--- src/rtl/mult_unit_if.sv ---
// mult_unit_if: execute-stage bundle between the control/issue side and the
// iterative multiplier.
//   InValid : instruction valid in execute
//   ALUOp   : ALU operation code (4'b1000 = mult)
//   A, B    : rs / rt operands, two's complement
//   Busy    : multiply in progress
//   Done    : one-cycle pulse, Hi/Lo just updated
//   Stall   : mult presented while Busy
//   Hi, Lo  : upper / lower product halves
// master = issuing pipeline side, slave = multiplier.
interface mult_unit_if #(
  parameter int unsigned WIDTH = 32
);
  logic             InValid;
  logic [3:0]       ALUOp;
  logic [WIDTH-1:0] A;
  logic [WIDTH-1:0] B;
  logic             Busy;
  logic             Done;
  logic             Stall;
  logic [WIDTH-1:0] Hi;
  logic [WIDTH-1:0] Lo;

  modport master (
    output InValid, ALUOp, A, B,
    input  Busy, Done, Stall, Hi, Lo
  );

  modport slave (
    input  InValid, ALUOp, A, B,
    output Busy, Done, Stall, Hi, Lo
  );
endinterface

--- src/rtl/mult_unit.sv ---
// mult_unit: iterative signed WIDTHxWIDTH shift-add multiplier.
// Operates on operand magnitudes for WIDTH cycles, then applies the sign in
// one extra cycle and writes the 2*WIDTH product into Hi/Lo.
// Latency from accepted start to Hi/Lo update is WIDTH+1 cycles.
// Ports:
//   clk   : clock, all state changes on the rising edge
//   reset : synchronous active-high reset
//   bus   : mult_unit_if slave modport (operands in, status/product out)
module mult_unit #(
  parameter int unsigned WIDTH = 32
) (
  input  logic        clk,
  input  logic        reset,
  mult_unit_if.slave  bus
);

  localparam int unsigned CW       = $clog2(WIDTH) + 1;
  localparam int unsigned PW       = 2 * WIDTH;
  localparam logic [3:0]  ALU_MULT = 4'b1000;

  typedef enum logic [1:0] {
    S_IDLE,
    S_RUN,
    S_SIGN
  } state_t;

  state_t r_state;
  state_t w_state_nxt;

  logic [PW-1:0]    r_mcand;
  logic [PW-1:0]    r_acc;
  logic [WIDTH-1:0] r_mplier;
  logic             r_neg;
  logic [CW-1:0]    r_count;
  logic             r_done;
  logic [WIDTH-1:0] r_hi;
  logic [WIDTH-1:0] r_lo;

  logic             w_is_mult;
  logic             w_busy;
  logic             w_start;
  logic             w_last;
  logic [WIDTH-1:0] w_abs_a;
  logic [WIDTH-1:0] w_abs_b;
  logic [PW-1:0]    w_addend;
  logic [PW-1:0]    w_acc_nxt;
  logic [PW-1:0]    w_result;

  // --------------------------------------------------------------------------
  // Control decode
  // --------------------------------------------------------------------------
  assign w_is_mult = bus.InValid && (bus.ALUOp == ALU_MULT);
  assign w_busy    = (r_state != S_IDLE);
  assign w_start   = w_is_mult && !w_busy && !reset;
  assign w_last    = (r_count == CW'(WIDTH - 1));

  // Magnitudes: the most negative value negates to itself, which read as
  // unsigned is exactly 2^(WIDTH-1), so no overflow handling is needed.
  assign w_abs_a = bus.A[WIDTH-1] ? ('0 - bus.A) : bus.A;
  assign w_abs_b = bus.B[WIDTH-1] ? ('0 - bus.B) : bus.B;

  // --------------------------------------------------------------------------
  // Datapath combinational terms
  // --------------------------------------------------------------------------
  assign w_addend  = r_mplier[0] ? r_mcand : '0;
  assign w_acc_nxt = r_acc + w_addend;
  assign w_result  = r_neg ? ('0 - r_acc) : r_acc;

  // --------------------------------------------------------------------------
  // FSM state register
  // --------------------------------------------------------------------------
  always_ff @(posedge clk) begin
    if (reset) begin
      r_state <= S_IDLE;
    end else begin
      r_state <= w_state_nxt;
    end
  end

  // --------------------------------------------------------------------------
  // FSM next state
  // --------------------------------------------------------------------------
  always_comb begin
    w_state_nxt = r_state;
    case (r_state)
      S_IDLE: begin
        if (w_start) begin
          w_state_nxt = S_RUN;
        end
      end
      S_RUN: begin
        if (w_last) begin
          w_state_nxt = S_SIGN;
        end
      end
      S_SIGN: begin
        w_state_nxt = S_IDLE;
      end
      default: begin
        w_state_nxt = S_IDLE;
      end
    endcase
  end

  // --------------------------------------------------------------------------
  // Datapath and result registers
  // --------------------------------------------------------------------------
  always_ff @(posedge clk) begin
    if (reset) begin
      r_mcand  <= '0;
      r_acc    <= '0;
      r_mplier <= '0;
      r_neg    <= 1'b0;
      r_count  <= '0;
      r_done   <= 1'b0;
      r_hi     <= '0;
      r_lo     <= '0;
    end else begin
      r_done <= 1'b0;
      case (r_state)
        S_IDLE: begin
          if (w_start) begin
            r_mcand  <= PW'(w_abs_a);
            r_mplier <= w_abs_b;
            r_neg    <= bus.A[WIDTH-1] ^ bus.B[WIDTH-1];
            r_acc    <= '0;
            r_count  <= '0;
          end
        end
        S_RUN: begin
          r_acc    <= w_acc_nxt;
          r_mcand  <= {r_mcand[PW-2:0], 1'b0};
          r_mplier <= {1'b0, r_mplier[WIDTH-1:1]};
          r_count  <= r_count + CW'(1);
        end
        S_SIGN: begin
          r_hi   <= w_result[PW-1:WIDTH];
          r_lo   <= w_result[WIDTH-1:0];
          r_done <= 1'b1;
        end
        default: begin
          r_done <= 1'b0;
        end
      endcase
    end
  end

  // --------------------------------------------------------------------------
  // Outputs
  // --------------------------------------------------------------------------
  assign bus.Busy  = w_busy;
  assign bus.Done  = r_done;
  assign bus.Stall = w_is_mult && w_busy;
  assign bus.Hi    = r_hi;
  assign bus.Lo    = r_lo;

endmodule
--- src/flat_wrapper.sv ---
// flat-port wrapper written by rule: the top's interface ports become plain ports
module mult_unit_flat 
#(
  parameter int unsigned WIDTH = 32
)
  (clk, reset, bus_InValid, bus_ALUOp, bus_A, bus_B, bus_Busy, bus_Done, bus_Stall, bus_Hi, bus_Lo);
  mult_unit_if #(.WIDTH(WIDTH)) bus_i ();
  input  logic clk;
  input  logic reset;
  input wire logic [$bits(bus_i.InValid)-1:0] bus_InValid;
  input wire logic [$bits(bus_i.ALUOp)-1:0] bus_ALUOp;
  input wire logic [$bits(bus_i.A)-1:0] bus_A;
  input wire logic [$bits(bus_i.B)-1:0] bus_B;
  output wire logic [$bits(bus_i.Busy)-1:0] bus_Busy;
  output wire logic [$bits(bus_i.Done)-1:0] bus_Done;
  output wire logic [$bits(bus_i.Stall)-1:0] bus_Stall;
  output wire logic [$bits(bus_i.Hi)-1:0] bus_Hi;
  output wire logic [$bits(bus_i.Lo)-1:0] bus_Lo;
  assign bus_i.InValid = bus_InValid;
  assign bus_i.ALUOp = bus_ALUOp;
  assign bus_i.A = bus_A;
  assign bus_i.B = bus_B;
  assign bus_Busy = bus_i.Busy;
  assign bus_Done = bus_i.Done;
  assign bus_Stall = bus_i.Stall;
  assign bus_Hi = bus_i.Hi;
  assign bus_Lo = bus_i.Lo;
  mult_unit #(.WIDTH(WIDTH)) u_core (.clk(clk), .reset(reset), .bus(bus_i));
endmodule
--- config.mk ---
export PLATFORM = sky130hd
export DESIGN_NAME = mult_unit_flat
export DESIGN_NICKNAME = d
export VERILOG_FILES = /design/src/rtl/mult_unit_if.sv /design/src/rtl/mult_unit.sv /design/src/flat_wrapper.sv
export SDC_FILE = /design/constraint.sdc
export NUM_CORES = 1
export LEC_CHECK = 0
export ABC_AREA = 1
export CAP_MARGIN = 0
export CORE_UTILIZATION = 45
export DETAILED_ROUTE_END_ITERATION = 6
export HOLD_SLACK_MARGIN = 0.02
export MAX_ROUTING_LAYER = met4
export PLACE_DENSITY_LB_ADDON = 0.15
export SYNTH_ARGS = -nofsm -noshare
export SYNTH_HDL_FRONTEND = slang
export SYNTH_SLANG_ARGS = --single-unit
--- constraint.sdc ---
create_clock -name clk -period 3.55 [get_ports clk]
set_input_delay 0.5325 -clock clk [delete_from_list [all_inputs] [get_ports clk]]
set_output_delay 0.5325 -clock clk [all_outputs]
set_load 0.02 [all_outputs]
==> metrics.yaml <==
floorplan:
  core_area_um2: 40100
  dieArea_um2: 41800
  initial_utilization_pct: 46.0
  die_w_um: 205
  chipHeight_um: 205
  std_cell_rows: 73
  pin_count: 138
synthesis:
  syn_inst: 3188
  yosys-top-cells-area: "dfxtp_1 (25%), nand2_1 (19%), inv_1 (12%)"
  synth_xor_xnor_area_share_pct: 3.80
  synth_edf_count: 0
  synth-adder-area-share_pct: 4.65
  yosys.area.top_type: "dfxtp_1"
  synth_nets: 3327
  synth.most_common_cell: "nand2_1"
  synthesis.area_um2: 18500
  synth_compound_area_share_pct: 15.1
  ys_seq_area_share_pct: 25.4
  synthSimpleGateAreaFrac_pct: 36.5
  avgSynthCellArea_um2: 5.79
  synth_top_area_share_pct: 25.4
  ys_seq_elements: 234
  yosys_warnings: 0
  synth-main-ff-cell: "dfxtp_1"
  muxShareOfSynthArea_pct: 0
  async_flop_share_pct: 0
  synth_top_family_by_area: "simple AND/OR/NAND/NOR gates"
  synth_common_cells: "nand2_1 (958), inv_1 (601), nor2_1 (329), dfxtp_1 (234), a21oi_1 (214)"
  synth.distinct_cells: 53
worst_setup_path:
  criticalPathCategory: "reg2reg"
  rr_endpoint: "u_core.r_acc[63]"
  cp_common_cell: "nand2_1"
  critPathMaxStageDelay_ps: 570
  critPathCaptureType: "flip-flop"
  worstSetupStartpointType: "flip-flop"
  slowest_stage: "dfxtp_2"
  cp.arrival_ps: 3570
  rrSetupSlack_ps: 400
  critical_path.max_fanout: 31
  crit_required_ps: 3970
  reg2reg_depth: 15
  crit_chain: "buf_4 > nand2_1 > inv_1 > ha_1 > nand2_1 > inv_1 > nand2_1 > nor2_1 > nand2_1 > nor4_1 > nand2_1 > nand2_1 > nand2_1 > nand3_1 > a21oi_1"
  r2r_start: "u_core.r_mplier[0]"
timing:
  setup-tns-final_ps: 0
  drv_slew: 0
  hold_viol_final: 0
  relSlewSlack_pct: 35.2
  rsz0062_at_grt: "false"
  holdWs_ps: 436
  min_period_ps: 3150
  fin_worst_skew_ps: 30.9
  min_period_over_period_pct: 88.8
  fmax_mhz: 317
  fin_ws_ps: 399
  setup_viol: 0
  worstMarginPinSlew_ps: 972
clock_tree:
  ctsHoldBuffers: 0
  cts_setup_buffers: 0
  clk_pin_slew_worst_paths_ps: 60
  cts_num_sinks: 234
  ctsResizeCount: 0
  cts.path.max_buffers: 3
  clk_latency_ps: 600
  cts_tree: "built"
  cts_buffers: 30
  cts_root_buf: "clkbuf_16"
  htreeDepth: 1
grt:
  grt_pass1_wl_mm: 101
  antenna_found_initial: 0
  overflow: 0
  grt_start_max_net_pins: 100
  grt_pass1_vias: 18400
  grt.total_usage_pct: 31.3
drt:
  ant_nets: 0
  remaining_drc_errors: 0
  via_per_inst: 5.24
  num_vias: 20100
  dr.pass1.iters: 5
  drt_wl_total_mm: 63.8
  avgRoutedWirePerCell_um: 16.6
  first_iter_violations: 1685
power:
  vdd_drop_max_mv: 0.368
  p_sw_mw: 1.53
  combPwrFrac_pct: 6.7
  finalPower_mw: 6.17
  switching_share_pct: 24.8
  p_leak_nw: 11.3
  power.internal_mw: 4.64
  seqPwrFrac_pct: 43.4
  p_clk_share_pct: 49.9
  p_per_area_nw_per_um2: 289
min_path:
  hold_depth: 5
  hp-start: "reset"
  hp-class: "in2reg"
  worstHoldEndpoint: "u_core.r_mcand[0]"
finish:
  finish.utilization_pct: 53.1
  area.growth.synth_to_final_pct: 15.4
  drive_above_1_share_pct: 4.53
  layout.nets: 3425
  antennaDiodeCount: 0
placed_design:
  hpwlAfterDp_mm: 50.8
  portBuffers: 137
  gp_congestion: 1.02
  post-place-ws_ps: 430
run_status:
  status: "finished clean"
job:
  drv_cap: 0
[worst max-delay path by stage]
stage / slack (ps) / cells after the start / endpoint / start
global route: 190 / 15 / u_core.r_acc[63] / u_core.r_mplier[0]
CTS: 410 / 15 / u_core.r_acc[63] / u_core.r_mplier[0]
floorplan: 1210 / 16 / u_core.r_acc[29] / u_core.r_mplier[0]
global placement: 410 / 15 / u_core.r_acc[63] / u_core.r_mplier[0]
detailed placement: 430 / 15 / u_core.r_acc[63] / u_core.r_mplier[0]
finish: 400 / 15 / u_core.r_acc[63] / u_core.r_mplier[0]
[state kept, by name, summed over array words and instances (netlist names)]
register,count
u_core.bus.Done,1
u_core.r_mcand,64
u_core.r_mplier,32
u_core.r_count,6
u_core.bus.Hi,32
u_core.bus.Lo,32
u_core.r_neg,1
u_core.r_acc,64
u_core.r_state,2
[through the flow]
step           std cells  instance area [um2]
3_3_place_gp        3779                20300
3_5_place_dp        3779                20300
5_1_grt             3834                21300
2_1_floorplan       3188                18500
4_1_cts             3834                21300
6_report            3834                21300
[final cells by class]
class	instances	area, um2
flip-flops and latches	234	4690
clock inverters	20	195
fillers	4220	18800
multi-input cells	2248	11100
repair buffers	163	1580
well taps	525	657
clock buffers	35	800
inverters	609	2290
[power by group through the flow]
stage	sequential, mW	clock, mW	combinational (mW)
after floorplan	2.72	0	0.237
after global placement	2.73	0	0.407
after detailed placement	2.73	0	0.410
after CTS	2.67	3.14	0.412
after global routing	2.68	3.25	0.454
final	2.67	3.08	0.414
[logic make-up after synthesis]
family                   count (synthesis)
AND/OR/NAND/NOR                       1616
buffers and inverters                  706
AO/OA/AOI/OAI                          484
flip-flops                             234
XOR/XNOR                                80
adder cells (fa/ha/maj)                 68
[layer usage]
metal | track usage (%) | vias to the layer above | share of wire (%)
li1 | - | 10200 | -
met4 | 7.38 | 0 | 2.5
met2 | 48.5 | 623 | 43
met1 | 43.0 | 9148 | 48
met5 | - | - | 0
met3 | 4.09 | 93 | 6.4
[worst max-delay path, delay by kind of cell (launching register included)]
kind | cells | cell delay, ps
simple gates | 10 | 1450
buf+inv | 3 | 610
flops | 1 | 570
fa+ha+maj | 1 | 270
compound gates | 1 | 60
[cells in the final DEF (no fill, tap or decap), types with 3 or more instances in the layout]
cell,instances
nand4_1,39
clkbuf_16,30
o21ai_0,122
a21o_1,3
o21bai_1,10
o21ai_1,14
inv_1,600
nand3_1,175
nor2_4,6
clkdlybuf4s50_1,136
nand3_2,6
clkinv_2,13
bufinv_16,3
buf_4,26
o21ai_2,4
nor3_1,41
ha_1,67
nand3b_1,11
o22ai_1,32
o221ai_1,44
xnor2_1,9
xor2_1,71
clkbuf_8,3
nand2_2,8
o211ai_1,15
nor2_2,8
inv_2,7
or2_2,14
a211oi_1,11
nand2_1,958
a21oi_1,214
a31oi_1,3
o31ai_1,3
nor4_1,5
dfxtp_1,232
nor3_2,6
nor2_1,329
No activity file was read; power rests on OpenSTA's default activity.
